<file path="config.mk">
export PLATFORM = sky130hd
export DESIGN_NAME = seq_divider
export DESIGN_NICKNAME = d
export VERILOG_FILES = /design/src/rtl/seq_divider.sv
export SDC_FILE = /design/constraint.sdc
export NUM_CORES = 1
export LEC_CHECK = 0
export CORE_MARGIN = 4
export CORE_UTILIZATION = 52
export CTS_BUF_LIST = sky130_fd_sc_hd__clkbuf_4 sky130_fd_sc_hd__clkbuf_8
export CTS_CLUSTER_DIAMETER = 30
export DETAILED_ROUTE_END_ITERATION = 10
export GPL_TIMING_DRIVEN = 0
export PLACE_DENSITY = 0.78
export RECOVER_POWER = 25
export SLEW_MARGIN = 10
export SYNTH_ARGS = -nofsm -noshare
export SYNTH_HDL_FRONTEND = slang
export SYNTH_SLANG_ARGS = --single-unit
</file>
<file path="constraint.sdc">
create_clock -name clk -period 2.08 [get_ports clk]
set_input_delay 0.416 -clock clk [delete_from_list [all_inputs] [get_ports clk]]
set_output_delay 0.416 -clock clk [all_outputs]
set_load 0.01 [all_outputs]
</file>
<file path="src/rtl/seq_divider.sv">
// Sequential signed restoring divider.
// Produces one quotient bit per clock on the magnitudes of the operands, then
// applies the result signs in a final fix-up cycle. Results and flags are
// registered and held until the next division completes.
//
// State table
//   state | meaning
//   IDLE  | waiting for start; operands are latched on the start edge
//   CALC  | one restoring iteration per clock, WIDTH iterations in total
//   FIX   | sign correction, results/flags registered, done pulsed
module seq_divider #(
    parameter int WIDTH = 8
) (
    input  logic             clk,
    input  logic             rst_n,
    input  logic             start,
    input  logic [WIDTH-1:0] dividend,
    input  logic [WIDTH-1:0] divisor,
    output logic             busy,
    output logic             done,
    output logic [WIDTH-1:0] quotient,
    output logic [WIDTH-1:0] remainder,
    output logic             div_by_zero,
    output logic             overflow
);

    localparam int CW = $clog2(WIDTH + 1);
    localparam logic [CW-1:0] LAST_ITER = CW'(WIDTH - 1);
    localparam logic [WIDTH-1:0] MOST_NEG = {1'b1, {(WIDTH-1){1'b0}}};

    typedef enum logic [1:0] {
        IDLE = 2'd0,
        CALC = 2'd1,
        FIX  = 2'd2
    } state_t;

    state_t state;
    state_t state_nxt;

    logic              load;
    logic              iterate;
    logic              finish;

    logic [CW-1:0]     count;
    logic [WIDTH:0]    p_reg;
    logic [WIDTH-1:0]  q_reg;
    logic [WIDTH-1:0]  dvsr_mag;
    logic              sign_q;
    logic              sign_r;
    logic              zero_q;
    logic              ovf_q;

    // One extra bit above P keeps the trial difference sign visible even when
    // the shifted partial remainder uses all WIDTH+1 bits.
    logic [WIDTH+1:0]  p_shift;
    logic [WIDTH+1:0]  diff;
    logic              step_ok;

    // State register.
    always_ff @(posedge clk) begin
        if (!rst_n) begin
            state <= IDLE;
        end else begin
            state <= state_nxt;
        end
    end

    // Next-state decode and per-state datapath strobes.
    always_comb begin
        state_nxt = state;
        load      = 1'b0;
        iterate   = 1'b0;
        finish    = 1'b0;
        case (state)
            IDLE: begin
                if (start) begin
                    load      = 1'b1;
                    state_nxt = (divisor == '0) ? FIX : CALC;
                end
            end
            CALC: begin
                iterate = 1'b1;
                if (count == LAST_ITER) begin
                    state_nxt = FIX;
                end
            end
            FIX: begin
                finish    = 1'b1;
                state_nxt = IDLE;
            end
            default: begin
                state_nxt = IDLE;
            end
        endcase
    end

    assign busy = (state != IDLE);

    // Trial subtraction of the divisor magnitude from the shifted remainder.
    always_comb begin
        p_shift = {p_reg, q_reg[WIDTH-1]};
        diff    = p_shift - {2'b00, dvsr_mag};
        step_ok = ~diff[WIDTH+1];
    end

    // Operand capture and restoring iteration.
    always_ff @(posedge clk) begin
        if (!rst_n) begin
            count    <= '0;
            p_reg    <= '0;
            q_reg    <= '0;
            dvsr_mag <= '0;
            sign_q   <= 1'b0;
            sign_r   <= 1'b0;
            zero_q   <= 1'b0;
            ovf_q    <= 1'b0;
        end else if (load) begin
            // The most-negative value negates to itself, which read unsigned
            // is exactly its magnitude, so no extra bit is needed here.
            q_reg    <= dividend[WIDTH-1] ? -dividend : dividend;
            dvsr_mag <= divisor[WIDTH-1] ? -divisor : divisor;
            sign_q   <= dividend[WIDTH-1] ^ divisor[WIDTH-1];
            sign_r   <= dividend[WIDTH-1];
            p_reg    <= '0;
            count    <= '0;
            zero_q   <= (divisor == '0);
            ovf_q    <= (dividend == MOST_NEG) && (divisor == '1);
        end else if (iterate) begin
            p_reg <= step_ok ? diff[WIDTH:0] : p_shift[WIDTH:0];
            q_reg <= {q_reg[WIDTH-2:0], step_ok};
            count <= count + CW'(1);
        end
    end

    // Result registers: loaded only in FIX, held otherwise; done is a pulse.
    always_ff @(posedge clk) begin
        if (!rst_n) begin
            done        <= 1'b0;
            quotient    <= '0;
            remainder   <= '0;
            div_by_zero <= 1'b0;
            overflow    <= 1'b0;
        end else begin
            done <= finish;
            if (finish) begin
                div_by_zero <= zero_q;
                overflow    <= ovf_q;
                if (zero_q) begin
                    // No iterations ran, so q_reg still holds |dividend|;
                    // re-applying the dividend sign returns the dividend.
                    quotient  <= '1;
                    remainder <= sign_r ? -q_reg : q_reg;
                end else begin
                    // Overflow needs no special case: -(2^(WIDTH-1)) wraps
                    // back to the most-negative value.
                    quotient  <= sign_q ? -q_reg : q_reg;
                    remainder <= sign_r ? -p_reg[WIDTH-1:0] : p_reg[WIDTH-1:0];
                end
            end
        end
    end

endmodule

</file>
== Yosys cells after proc, flatten, opt, wreduce, memory -nomap -nowiden ==
Index checks and enable logic that the tools add are counted.
Cells by class
  bitwise logic cells: 3
  mux-type cells: 18
  add/sub/neg operators: 6
  equal/unequal tests: 7
  reduce and logical (&&, ||, !) cells: 7
Operators by type and width (count)
  2-to-1 mux 8 bit: 9
  negation 8 bit: 4
  equality test 8 bit, second input constant: 2
  subtractor 10 x 8 -> 10 bit: 1
  2-to-1 mux 9 bit: 1
  zero test 8 bit: 1
  2-to-1 mux 2 bit: 3
  adder 4 x 1 -> 4 bit, second input constant: 1
  equality test 4 x 3 -> 1 bit, second input constant: 1
  2-to-1 mux 1 bit: 4
  inequality test 2 bit, second input constant: 2
  case mux 2 bit (2 select lines): 1
  nonzero test 2 bit: 2
  equality test 2 x 1 -> 1 bit, second input constant: 1
  equality test 2 bit, second input constant: 1
  zero test 2 bit: 1
  NOT 1 bit: 2
  AND reduction 2 bit: 1
  OR reduction 2 bit: 1
  logical AND 1 bit: 1
  XOR 1 bit: 1
Word-level totals
  output and inout bits: 20
  bits in registers: 54
  word-level logic and storage cells: 55
  bits of input ports: 19

== Logic depth before layout (Yosys ltp) ==
  word-level depth: 4
  gate-level depth with buffers: 10
  mapped depth without buffers: 10

== Worst setup path after synthesis ==
No wires, ideal clock.
  path type: reg2reg
  from: reg p_reg[2]
  to: reg p_reg[0]
  slack: -0.069 ns
  stages on the path, launching flop included: 9
  path buffers: 0
  clock period less this slack: 2.149 ns
  setup time: 0.106 ns
  data required time: 1.974 ns
  arrival: 2.043 ns
  cell sequence: dfxtp_1 > ha_1 > a21o_1 > a21oi_2 > a21oi_2 > o32ai_2 > xor2_1 > or4_2 > o311ai_0
Between the ends
  cells in the longest elaborated chain, start to end: 2
RTL lines
  start, declared: RTL line 45  | logic [WIDTH:0] p_reg;
  start signal, assigned: RTL line 129  | p_reg <= step_ok ? diff[WIDTH:0] : p_shift[WIDTH:0];
  subtractor 10 x 8 -> 10 bit: RTL line 102  | diff = p_shift - {2'b00, dvsr_mag};
  2-to-1 mux 9 bit: RTL line 129
No other way between the ends.
A chain may end at the register's enable or synchronous reset.

== Worst setup path after layout ==
  from: reg dvsr_mag[1]
  to: reg p_reg[1]
Between the ends
  cells in the longest elaborated chain, start to end: 2
RTL lines
  start, declared: RTL line 47  | logic [WIDTH-1:0] dvsr_mag;
  start signal, assigned: RTL line 121  | dvsr_mag <= divisor[WIDTH-1] ? -divisor : divisor;
  subtractor 10 x 8 -> 10 bit: RTL line 102
  2-to-1 mux 9 bit: RTL line 129
No other way between the ends.

==> impl_results.md <==
* Status: finished with violations
* Failing checks: setup timing
* FILL cells at 530
* Critical path startpoint category: register
* Switching share of total power at 32.9%
* Synth async-reset ratio at 0%
* Number of input and output port buffers inserted at 37
* Initial antenna violation count at 0
* Die area at roughly 7500 sq um
* Worst Skew at roughly 7.1 ps
* RePlAce Congestion at around 0.84
* Synthesized cell area at approximately 3200 sq um
* Total power at approximately 2.8 mW
* Global-route congestion overflow total at 0
* Fin nets at between 400 and 500
* Number of iterations in the first detailed-routing pass at 4
* Vias at slightly below 3000
* Max Freq at ~0.45 GHz
* Seq/Total Area, Yosys at around a third
* Number of instances in the synthesized netlist at 392
* Cell internal pwr at between 1.5 and 2 mW
* Post-CTS clock slew at the launch and capture registers of the worst setup and hold paths at approximately 90 ps
* Number of nets still failing antenna checks after routing at 0
* Fin worst setup slack at -132 ps
* Final Util at 66.9%
* Reg2reg end: p_reg[1]
* Share of power burned in combinational logic at 35.5%
* Launch instance of the worst min-delay path: remainder[1]
* Syn-to-layout area delta at 24.6%
* Number of enable flip-flop cells after synthesis at 0
* Transition at the pin with the smallest max-transition slack at about 650 ps
* WS Path Type: register to register
* Average instance area after synthesis at 8.16 sq um
* Total routing resource utilization after global routing at 21.6%
* Worst R2R Path Depth at 10
* Number of flip-flops and latches in the synthesized netlist at between 50 and 60
* Pleak at about 1.6 nW
* Chip Width at a little under 90 um
* DR WL/cell at 14.9 um
* Hold Crit Endpoint: remainder[1]
* CTS Buf Count at 5
* Endpoint arrival time on the critical path at 2440 ps
* Total wire length after detailed routing at 7790 um
* Unrepaired setup endpoints after global routing: yes
* Flip-flop count of the largest register after layout at 9
* VDD IR max at 0.348 mV
* Row Count at 28
* CTS tree: done
* Clock power share at between 20 and 25%
* Via count of the first global-routing pass at 2800
* Path class of the lowest-slack min-delay path: register to register
* Reg-to-reg setup timing slack at -130 ps
* Post-route DRC at 0
* CTS root buf: sky130_fd_sc_hd__clkbuf_8
* Layout cell share with drive strength beyond 1 at between 10% and 20%
* Final-layout setup total negative slack at -553 ps
* Number of warning messages in the yosys log at 0
* Starting density of the core at a little over half
* Total number of H-tree levels at 2
* Slew Viols, Final at 0
* Count of final setup violators at 9
* Number of sinks driven by the clock tree at 54
* Final Hold Violating Endpoints at 0
* Count of boundary I/O pins at 39
* Largest buffer count on any clock path at 2
* Crit Reg-Reg Startpoint: dvsr_mag[1]
* Count of cells along the worst hold path at 2
* Predominant post-synthesis flop cell: sky130_fd_sc_hd__dfxtp_1
* Maximum number of pins on one net before global-route repair at 16
* Violation count after the first detailed-routing iteration at about 170
* Capturing element type of the critical path: register
* Synth unique cells at 48
* Antenna cells at 0
* Layout Cell Area excl Fill at around 4000 sq um
* Critical path peak fanout at 3
* Required time at the worst-slack endpoint at approximately 2300 ps
* Max-slew headroom at the worst pin at a little under three fifths
* Power per Cell Area at about 700 nW/um^2
* Clk Latency, worst-skew pair at approximately 310 ps
* Highest-count cells in the layout ignoring fill and taps: 50 x sky130_fd_sc_hd__nand2_1, 50 x sky130_fd_sc_hd__dfxtp_1, 29 x sky130_fd_sc_hd__nor2_1
* Core area at 5960 sq um
* Via density per instance at between 5 and 6
* Setup WS pre-CTS at -253 ps
* Crit path time final at 2210 ps
* Die height at between 80 and 90 um
* Wire length of the first global-routing pass at between 10000 and 15000 um
* Number of nets in the synthesized netlist at 426
* Max-cap viol count at 0
* Fraction of power consumed by sequential logic at around two fifths
* Hpwl dp at 5720 um
* Cell area reported after detailed placement at 3690 sq um
* Net switching power at 0.908 mW
* Final worst-path cycle share at 106%
kinds of logic after synthesis:
| group | count (synthesis) | share of synthesized area [%] |
|---|---|---|
| buffers and inverters | 44 | 5.52 |
| AOI/OAI and AO/OA | 101 | 22.0 |
| adders and majority gates | 15 | 6.10 |
| muxes | 7 | 2.58 |
| DFF | 54 | 33.8 |
| xor gates and xnor gates | 36 | 9.86 |
| and+or+nand+nor | 135 | 20.1 |
worst max-delay path: stages, from the launching register on:
cell and delay, ps:
sky130_fd_sc_hd__dfxtp_2 360, sky130_fd_sc_hd__inv_2 50, sky130_fd_sc_hd__ha_4 250, sky130_fd_sc_hd__nor2b_4 180
sky130_fd_sc_hd__o2111ai_4 140, sky130_fd_sc_hd__a21oi_4 210, sky130_fd_sc_hd__o32ai_4 120, sky130_fd_sc_hd__xor2_2 190
sky130_fd_sc_hd__buf_4 160, sky130_fd_sc_hd__or4_4 410, sky130_fd_sc_hd__o311ai_2 70
worst max-delay path by stage:
stage	slack [ps]	cells after the start	end	start
after CTS	-120	10	p_reg[1]	dvsr_mag[1]
after global placement	-190	10	p_reg[1]	q_reg[7]
final	-130	10	p_reg[1]	dvsr_mag[1]
after global routing	-200	10	p_reg[1]	dvsr_mag[1]
after floorplan	1	9	p_reg[0]	dvsr_mag[1]
after detailed placement	-250	10	p_reg[5]	q_reg[7]
cells in the mapped netlist, types with 3 or more instances:
cell type	n	area, sq um
sky130_fd_sc_hd__a211oi_1	6	45.0
sky130_fd_sc_hd__a21boi_0	7	52.6
sky130_fd_sc_hd__a21oi_1	21	105
sky130_fd_sc_hd__a222oi_1	6	60.1
sky130_fd_sc_hd__and2_1	4	25.0
sky130_fd_sc_hd__buf_1	3	11.3
sky130_fd_sc_hd__buf_2	3	15.0
sky130_fd_sc_hd__clkbuf_1	17	63.8
sky130_fd_sc_hd__dfxtp_1	54	1080
sky130_fd_sc_hd__ha_1	14	175
sky130_fd_sc_hd__inv_1	20	75.1
sky130_fd_sc_hd__mux2i_1	6	60.1
sky130_fd_sc_hd__nand2_1	50	188
sky130_fd_sc_hd__nand2b_1	5	31.3
sky130_fd_sc_hd__nand4_1	6	37.5
sky130_fd_sc_hd__nor2_1	29	109
sky130_fd_sc_hd__nor2b_1	14	87.6
sky130_fd_sc_hd__nor3_1	9	45.0
sky130_fd_sc_hd__nor4_1	3	18.8
sky130_fd_sc_hd__o211a_1	7	70.1
sky130_fd_sc_hd__o211ai_1	4	30.0
sky130_fd_sc_hd__o21a_1	4	30.0
sky130_fd_sc_hd__o21ai_0	22	110
sky130_fd_sc_hd__o31ai_1	9	67.6
sky130_fd_sc_hd__or3_1	5	31.3
sky130_fd_sc_hd__xnor2_1	21	184
sky130_fd_sc_hd__xor2_1	15	131
cell type report:
| type | instances | area [sq um] | area share [%] |
|---|---|---|---|
| buffer | 24 | 104 | 2.61 |
| multi-input combinational | 294 | 2090 | 52.5 |
| clock buffer | 7 | 90.1 | 2.26 |
| inverter | 20 | 75.1 | 1.88 |
| tap | 75 | 93.8 | 2.35 |
| sequential | 54 | 1090 | 27.3 |
| timing repair buffer | 46 | 438 | 11.0 |
| clock inverter | 1 | 5.00 | 0.126 |
power by group through the flow:
stage                     registers, mW  clock network, mW  logic, mW
after floorplan                    1.17                  0      0.601
after global placement             1.18                  0      0.784
after detailed placement           1.18                  0      0.808
after CTS                          1.16              0.629      0.940
after global routing               1.17              0.683       1.08
final                              1.16              0.621      0.981
through the flow:
step / instances / hold WS, ps
6_report: 521 / 458
5_1_grt: 521 / 476
4_1_cts: 518 / 466
3_5_place_dp: 504 / 452
3_3_place_gp: 504 / 441
2_1_floorplan: 392 / 441
repair_timing:
| item | CTS | global route |
|---|---|---|
| setup endpoints to repair | 10 | 19 |
| setup buffers | 5 | 3 |
| hold buffers | 0 | 0 |
| resized for setup | 21 | 10 |
| gates cloned | 1 | 0 |
| pin swaps | 13 | 3 |
| endpoints found under the hold margin | 0 | 0 |
per-layer routing:
metal | vias up | routed length (um) | share of wire (%) | global-route usage [%]
met4 | 0 | 129 | 1.7 | 6.37
met2 | 81 | 3620 | 47 | 35.2
li1 | 1485 | - | - | -
met1 | 1343 | 3630 | 47 | 29.3
met3 | 13 | 406 | 5.2 | 3.90
met5 | - | 0 | 0 | 0
Power figures use the tool's default switching activity.
